--- src/rtl/ps2_host_tx_if.sv ---
// ps2_host_tx_if: byte request handshake and
// completion status for the PS/2 host transmitter.
interface ps2_host_tx_if;
  logic [7:0] tx_data;
  logic       tx_valid;
  logic       tx_ready;
  logic       tx_busy;
  logic       tx_done;
  logic       tx_error;

  modport master (
    output tx_data,
    output tx_valid,
    input  tx_ready,
    input  tx_busy,
    input  tx_done,
    input  tx_error
  );

  modport slave (
    input  tx_data,
    input  tx_valid,
    output tx_ready,
    output tx_busy,
    output tx_done,
    output tx_error
  );
endinterface

--- src/rtl/ps2_host_tx.sv ---
// ps2_host_tx: host-to-device PS/2 command sender.
// Inhibit, request-to-send, 11 device clocks, ACK.
module ps2_host_tx #(
  parameter int unsigned INHIBIT_CYCLES = 10000,
  parameter int unsigned REQ_CYCLES     = 200,
  parameter int unsigned TIMEOUT_CYCLES = 2000000
) (
  input  logic clk,
  input  logic reset_n,
  input  logic ps2_clk_in,
  input  logic ps2_data_in,
  output logic ps2_clk_oe,
  output logic ps2_data_oe,
  ps2_host_tx_if.slave tx
);

  localparam int unsigned PH_MAX =
    (INHIBIT_CYCLES > REQ_CYCLES) ?
    INHIBIT_CYCLES : REQ_CYCLES;
  localparam int PW = $clog2(PH_MAX + 1);
  localparam int TW = $clog2(TIMEOUT_CYCLES + 1);

  localparam logic [PW-1:0] INH_LAST =
    PW'(INHIBIT_CYCLES - 1);
  localparam logic [PW-1:0] REQ_LAST =
    PW'(REQ_CYCLES - 1);
  localparam logic [TW-1:0] TO_LAST =
    TW'(TIMEOUT_CYCLES - 1);

  typedef enum logic [2:0] {
    S_IDLE,
    S_INHIBIT,
    S_REQ,
    S_SEND,
    S_WAIT,
    S_DONE
  } state_t;

  state_t state_q, state_n;

  logic [PW-1:0] ph_q, ph_n;
  logic [TW-1:0] to_q, to_n;
  logic [3:0]    bit_q, bit_n;
  logic [7:0]    byte_q, byte_n;
  logic          par_q, par_n;
  logic          nack_q, nack_n;
  logic          data_oe_n;

  logic clk_s1, clk_s2, clk_p;
  logic dat_s1, dat_s2;
  logic clk_fall;
  logic timeout;

  logic clk_oe_q, data_oe_q;
  logic ready_q, busy_q;
  logic done_q, err_q;

  assign clk_fall = clk_p & ~clk_s2;
  assign timeout  = (to_q == TO_LAST);

  assign ps2_clk_oe  = clk_oe_q;
  assign ps2_data_oe = data_oe_q;
  assign tx.tx_ready = ready_q;
  assign tx.tx_busy  = busy_q;
  assign tx.tx_done  = done_q;
  assign tx.tx_error = err_q;

  // Bring both pins into clk; idle lines are high.
  always_ff @(posedge clk or negedge reset_n) begin
    if (!reset_n) begin
      clk_s1 <= 1'b1;
      clk_s2 <= 1'b1;
      clk_p  <= 1'b1;
      dat_s1 <= 1'b1;
      dat_s2 <= 1'b1;
    end else begin
      clk_s1 <= ps2_clk_in;
      clk_s2 <= clk_s1;
      clk_p  <= clk_s2;
      dat_s1 <= ps2_data_in;
      dat_s2 <= dat_s1;
    end
  end

  // FSM state, counters and latched frame.
  always_ff @(posedge clk or negedge reset_n) begin
    if (!reset_n) begin
      state_q <= S_IDLE;
      ph_q    <= '0;
      to_q    <= '0;
      bit_q   <= '0;
      byte_q  <= '0;
      par_q   <= 1'b0;
      nack_q  <= 1'b0;
    end else begin
      state_q <= state_n;
      ph_q    <= ph_n;
      to_q    <= to_n;
      bit_q   <= bit_n;
      byte_q  <= byte_n;
      par_q   <= par_n;
      nack_q  <= nack_n;
    end
  end

  // Next state, counters and next data drive.
  always_comb begin
    state_n   = state_q;
    ph_n      = ph_q;
    to_n      = to_q;
    bit_n     = bit_q;
    byte_n    = byte_q;
    par_n     = par_q;
    nack_n    = nack_q;
    data_oe_n = data_oe_q;

    unique case (state_q)
      S_IDLE: begin
        data_oe_n = 1'b0;
        if (tx.tx_valid) begin
          byte_n  = tx.tx_data;
          par_n   = ~^tx.tx_data;
          bit_n   = '0;
          ph_n    = '0;
          nack_n  = 1'b0;
          state_n = S_INHIBIT;
        end
      end

      S_INHIBIT: begin
        if (ph_q == INH_LAST) begin
          ph_n      = '0;
          data_oe_n = 1'b1;
          state_n   = S_REQ;
        end else begin
          ph_n = ph_q + 1'b1;
        end
      end

      S_REQ: begin
        if (ph_q == REQ_LAST) begin
          ph_n    = '0;
          to_n    = '0;
          state_n = S_SEND;
        end else begin
          ph_n = ph_q + 1'b1;
        end
      end

      S_SEND: begin
        if (timeout) begin
          nack_n    = 1'b1;
          data_oe_n = 1'b0;
          state_n   = S_DONE;
        end else begin
          to_n = to_q + 1'b1;
          if (clk_fall) begin
            if (bit_q == 4'd10) begin
              nack_n    = dat_s2;
              data_oe_n = 1'b0;
              state_n   = S_WAIT;
            end else begin
              bit_n = bit_q + 4'd1;
              unique case (1'b1)
                (bit_q < 4'd8):
                  data_oe_n = ~byte_q[bit_q[2:0]];
                (bit_q == 4'd8):
                  data_oe_n = ~par_q;
                default:
                  data_oe_n = 1'b0;
              endcase
            end
          end
        end
      end

      S_WAIT: begin
        data_oe_n = 1'b0;
        if (timeout) begin
          nack_n  = 1'b1;
          state_n = S_DONE;
        end else begin
          to_n = to_q + 1'b1;
          if (clk_s2 && dat_s2)
            state_n = S_DONE;
        end
      end

      S_DONE: begin
        data_oe_n = 1'b0;
        state_n   = S_IDLE;
      end

      default: begin
        data_oe_n = 1'b0;
        state_n   = S_IDLE;
      end
    endcase
  end

  // Registered pin enables and handshake status.
  always_ff @(posedge clk or negedge reset_n) begin
    if (!reset_n) begin
      clk_oe_q  <= 1'b0;
      data_oe_q <= 1'b0;
      ready_q   <= 1'b1;
      busy_q    <= 1'b0;
      done_q    <= 1'b0;
      err_q     <= 1'b0;
    end else begin
      clk_oe_q  <= (state_n == S_INHIBIT) ||
                   (state_n == S_REQ);
      data_oe_q <= data_oe_n;
      ready_q   <= (state_n == S_IDLE);
      busy_q    <= (state_n != S_IDLE);
      done_q    <= (state_n == S_DONE);
      err_q     <= (state_n == S_DONE) && nack_n;
    end
  end

endmodule

--- src/flat_wrapper.sv ---
// flat-port wrapper written by rule: the top's interface ports become plain ports
module ps2_host_tx_flat 
#(
  parameter int unsigned INHIBIT_CYCLES = 10000,
  parameter int unsigned REQ_CYCLES     = 200,
  parameter int unsigned TIMEOUT_CYCLES = 2000000
)
  (clk, reset_n, ps2_clk_in, ps2_data_in, ps2_clk_oe, ps2_data_oe, tx_tx_data, tx_tx_valid, tx_tx_ready, tx_tx_busy, tx_tx_done, tx_tx_error);
  ps2_host_tx_if tx_i ();
  input  logic clk;
  input  logic reset_n;
  input  logic ps2_clk_in;
  input  logic ps2_data_in;
  output logic ps2_clk_oe;
  output logic ps2_data_oe;
  input wire logic [$bits(tx_i.tx_data)-1:0] tx_tx_data;
  input wire logic [$bits(tx_i.tx_valid)-1:0] tx_tx_valid;
  output wire logic [$bits(tx_i.tx_ready)-1:0] tx_tx_ready;
  output wire logic [$bits(tx_i.tx_busy)-1:0] tx_tx_busy;
  output wire logic [$bits(tx_i.tx_done)-1:0] tx_tx_done;
  output wire logic [$bits(tx_i.tx_error)-1:0] tx_tx_error;
  assign tx_i.tx_data = tx_tx_data;
  assign tx_i.tx_valid = tx_tx_valid;
  assign tx_tx_ready = tx_i.tx_ready;
  assign tx_tx_busy = tx_i.tx_busy;
  assign tx_tx_done = tx_i.tx_done;
  assign tx_tx_error = tx_i.tx_error;
  ps2_host_tx #(.INHIBIT_CYCLES(INHIBIT_CYCLES), .REQ_CYCLES(REQ_CYCLES), .TIMEOUT_CYCLES(TIMEOUT_CYCLES)) u_core (.clk(clk), .reset_n(reset_n), .ps2_clk_in(ps2_clk_in), .ps2_data_in(ps2_data_in), .ps2_clk_oe(ps2_clk_oe), .ps2_data_oe(ps2_data_oe), .tx(tx_i));
endmodule
--- config.mk ---
export PLATFORM = sky130hd
export DESIGN_NAME = ps2_host_tx_flat
export DESIGN_NICKNAME = d
export VERILOG_FILES = /design/src/rtl/ps2_host_tx_if.sv /design/src/rtl/ps2_host_tx.sv /design/src/flat_wrapper.sv
export SDC_FILE = /design/constraint.sdc
export NUM_CORES = 1
export LEC_CHECK = 0
export BUFFER_PORTS_ARGS = -buffer_cell sky130_fd_sc_hd__buf_2
export CAP_MARGIN = 30
export CORE_ASPECT_RATIO = 0.7
export CORE_MARGIN = 2
export CORE_UTILIZATION = 45
export CTS_CLUSTER_SIZE = 14
export DETAILED_ROUTE_END_ITERATION = 6
export SKIP_LAST_GASP = 1
export SLEW_MARGIN = 30
export SYNTH_ARGS = -nofsm -noshare
export SYNTH_HDL_FRONTEND = slang
export SYNTH_SLANG_ARGS = --single-unit
--- constraint.sdc ---
create_clock -name clk -period 5 [get_ports clk]
set_input_delay 1.5 -clock clk [delete_from_list [all_inputs] [get_ports clk]]
set_output_delay 1.5 -clock clk [all_outputs]
set_load 0.02 [all_outputs]
==> results.md <==
- Status: completed
- Largest family of logic cells by synthesized area: simple AND/OR/NAND/NOR gates
- TNS Setup: 0 ns
- WL final: 6.85 mm
- CP delay by family, top: simple AND/OR/NAND/NOR gates
- Sequential area share after synthesis: 0.472
- GR peak layer: met2
- Worst Tran Pin Value: 0.735 ns
- Area growth syn-to-layout: 12.7%
- Critical Path Start Type: primary input
- CTS tree: yes
- Period utilization: 0.544
- # H-tree levels: 3
- Max capacitance violation total: 0
- Clk_skew: 0.0109 ns
- CTS buffer count: 9
- Final hold violation count: 0
- Post-CTS Setup Bufs: 0
- DIE HEIGHT: 76.3 um
- Power per Cell Area: 290 nW/um^2
- Diode count: 0
- Vias in the first global route: 2402
- Placement Rows: 26
- Initial core utilization: 0.463
- Mux cell area share after synthesis: 0.0462
- Syn_area_per_cell: 10.2 um^2
- Post-synthesis cell count: 329
- Library cells used by synthesis: 54
- Switching share of power: 0.232
- # setup viols final: 0
- Via count: 2445
- CP arrival: 2.94 ns
- Post-synth top area cell: dfrtp_1
- PortBufs: 18
- Vias/cell: 5.40
- Post-synthesis register bit count: 63
- Die area: 8180 um^2
- Slew margin rel.: 0.503
- Max stage delay cell, worst path: or3_1
- Detail Placement HPWL: 4.69 mm
- Crit-path max FO: 14
- Fillers: 683
- Mapped cell area: 3360 um^2
- Worst-path cell chain: buf_2, nor4b_2, buf_4, a31o_2, a21oi_1, nand4_1, or3_1
- Xor/xnor share of the synthesized area: 0.0913
- First drt pass iteration count: 4
- Most instantiated cells after synthesis: 57 x dfrtp_1, 36 x nor2_1, 25 x nand2_1
- Reg2Reg Setup Slack: 2.46 ns
- Pleak: 1.56 nW
- GR Util met1: 0.269
- Fraction of registers with async set/reset: 1.00
- Core ar.: 7250 um^2
- Combinational power share: 0.044
- EDFF count, synth: 0
- Max Slew Vio Count: 0
- DR iter-0 viols: 139
- CTS resizes: 0
- Synth Area in Adders: 0.0149
- CTS max path bufs: 2
- Critical path buffers and inverters: 2
- Final nets: 367
- Worst-skew pair later-pin latency: 0.34 ns
- Fin crit period: 2.72 ns
- Initial antenna violation count: 0
- Synthesized net count: 346
- Post-synthesis compound-gate area fraction: 0.145
- CP required: 5.21 ns
- Count leader, synth: dfrtp_1
- Root Driver: clkbuf_8
- Post-route ant nets: 0
- Largest net degree at the start of global routing: 37
- Post-synth top area share: 0.425
- Ports: 19
- Peak VDD IR: 0.178 mV
- Hold_buf cts: 0
- Pint: 0.844 mW
- DIE WIDTH: 107 um
- Worst Setup End Kind: flip-flop
- Fraction of the mapped netlist area in simple logic gates: 0.206
- First-pass GRT wire length: 12.1 mm
- Final Util: 0.522
- Clk pin slew, worst setup/hold paths: 0.08 ns
- Critical path class: primary input to flip-flop
- Synth top area cells: dfrtp_1 42%, xnor2_1 6.3%, dfstp_2 4.7%, nor2_1 4.0%, mux2_2 3.4%
- Max Freq: 0.367 GHz
- CTS sink cnt: 63
- Clock power share: 0.468
- Final GP Congestion: 0.844
- Slowest stage delay, CP: 0.40 ns
- NetSw: 0.254 mW
- Min-Delay Path Class: flip-flop to flip-flop
- Sequential Power Share: 0.488
- Met2 Use GR: 0.273
- Synthesis warning total: 0
- Most common flop cell mapped by yosys: dfrtp_1
- Post-DR wirelength/cell: 15.1 um
- Share of layout cells above drive strength 1: 0.206
- Total global-route track usage: 0.187
- DR DRC count: 0
- Grt total ovfl: 0
- Met3 Use GR: 0.0530
- RSZ-0062 raised after global routing: no
[cells by family after synthesis]
family          after synthesis
flops                        63
simple gates                132
compound gates               63
xor+xnor                     35
mux                          13
fa+ha+maj                     4
buf+inv                      19
[through the flow]
step / cells / worst slack (ns) / area (um^2) / hold WS (ns) / total power, mW
floorplan: 329 / 2.08 / 3360 / 0.345 / 0.571
global placement: 437 / 1.91 / 3550 / 0.348 / 0.594
detailed placement: 437 / 1.93 / 3550 / 0.347 / 0.595
CTS: 453 / 2.29 / 3780 / 0.359 / 1.11
global route: 453 / 2.17 / 3780 / 0.361 / 1.14
finish: 453 / 2.28 / 3780 / 0.358 / 1.10
[path summary, 6_finish.rpt]
| kind | from | endpoint | cells after the start |
|---|---|---|---|
| setup / recovery | tx_tx_valid | u_core.tx.tx_busy | 7 |
| hold / removal | u_core.dat_s1 | u_core.dat_s2 | 0 |
| setup reg to reg | u_core.ph_q[3] | u_core.to_q[20] | 6 |
| hold reg to reg | u_core.dat_s1 | u_core.dat_s2 | 0 |
| max in group asynchronous | reset_n | u_core.clk_s1 | 2 |
| min in group asynchronous | reset_n | u_core.ph_q[2] | 1 |
[worst reg2reg max path, cell delays in order, from the launching register on]
cell	delay, ns
dfrtp_1	0.45
or4_1	0.53
or3_4	0.37
or3_4	0.47
a2111oi_2	0.37
xnor2_1	0.18
nor2_2	0.05
[state kept, by name (all words and copies together), names as in the netlist, 3 cells and up]
signal,count
u_core.state_q,3
u_core.ph_q,14
u_core.bit_q,4
u_core.to_q,21
u_core.byte_q,8
[final cells by class]
cell class              count  area [um^2]  area share
clock buffers              10          138      0.0364
clock inverters             6         92.6      0.0245
inverters                   7         26.3     0.00694
multi-input cells         247         1700       0.450
flip-flops and latches     63         1580       0.419
well taps                  98          123      0.0324
repair buffers             22          120      0.0317
[layer usage]
layer / routed length [um] / part of all wire / up-vias
met5: 0 / 0 / -
met4: 28 / 0.0041 / 0
met3: 286 / 0.042 / 2
met2: 3020 / 0.44 / 39
met1: 3520 / 0.51 / 1183
li1: - / - / 1221
[power groups by stage]
stage | registers, mW | clock network, mW | logic (mW)
after floorplan | 0.542 | 0 | 0.0291
after global placement | 0.546 | 0 | 0.0478
after detailed placement | 0.546 | 0 | 0.0495
after CTS | 0.536 | 0.524 | 0.0498
after global routing | 0.538 | 0.549 | 0.0558
final | 0.536 | 0.514 | 0.0482
[placed cells by master (no fill, tap or decap), drive strengths merged, types with 8 or more instances in the layout]
cell type	n
nand2	25
nor2	38
xor2	11
a211oi	8
mux2	10
o21ai	18
nand4	8
a21oi	10
dfrtp	57
inv	8
xnor2	24
clkbuf	10
nand3	13
buf	22
Note: power is estimated with default switching activity, not from simulation.
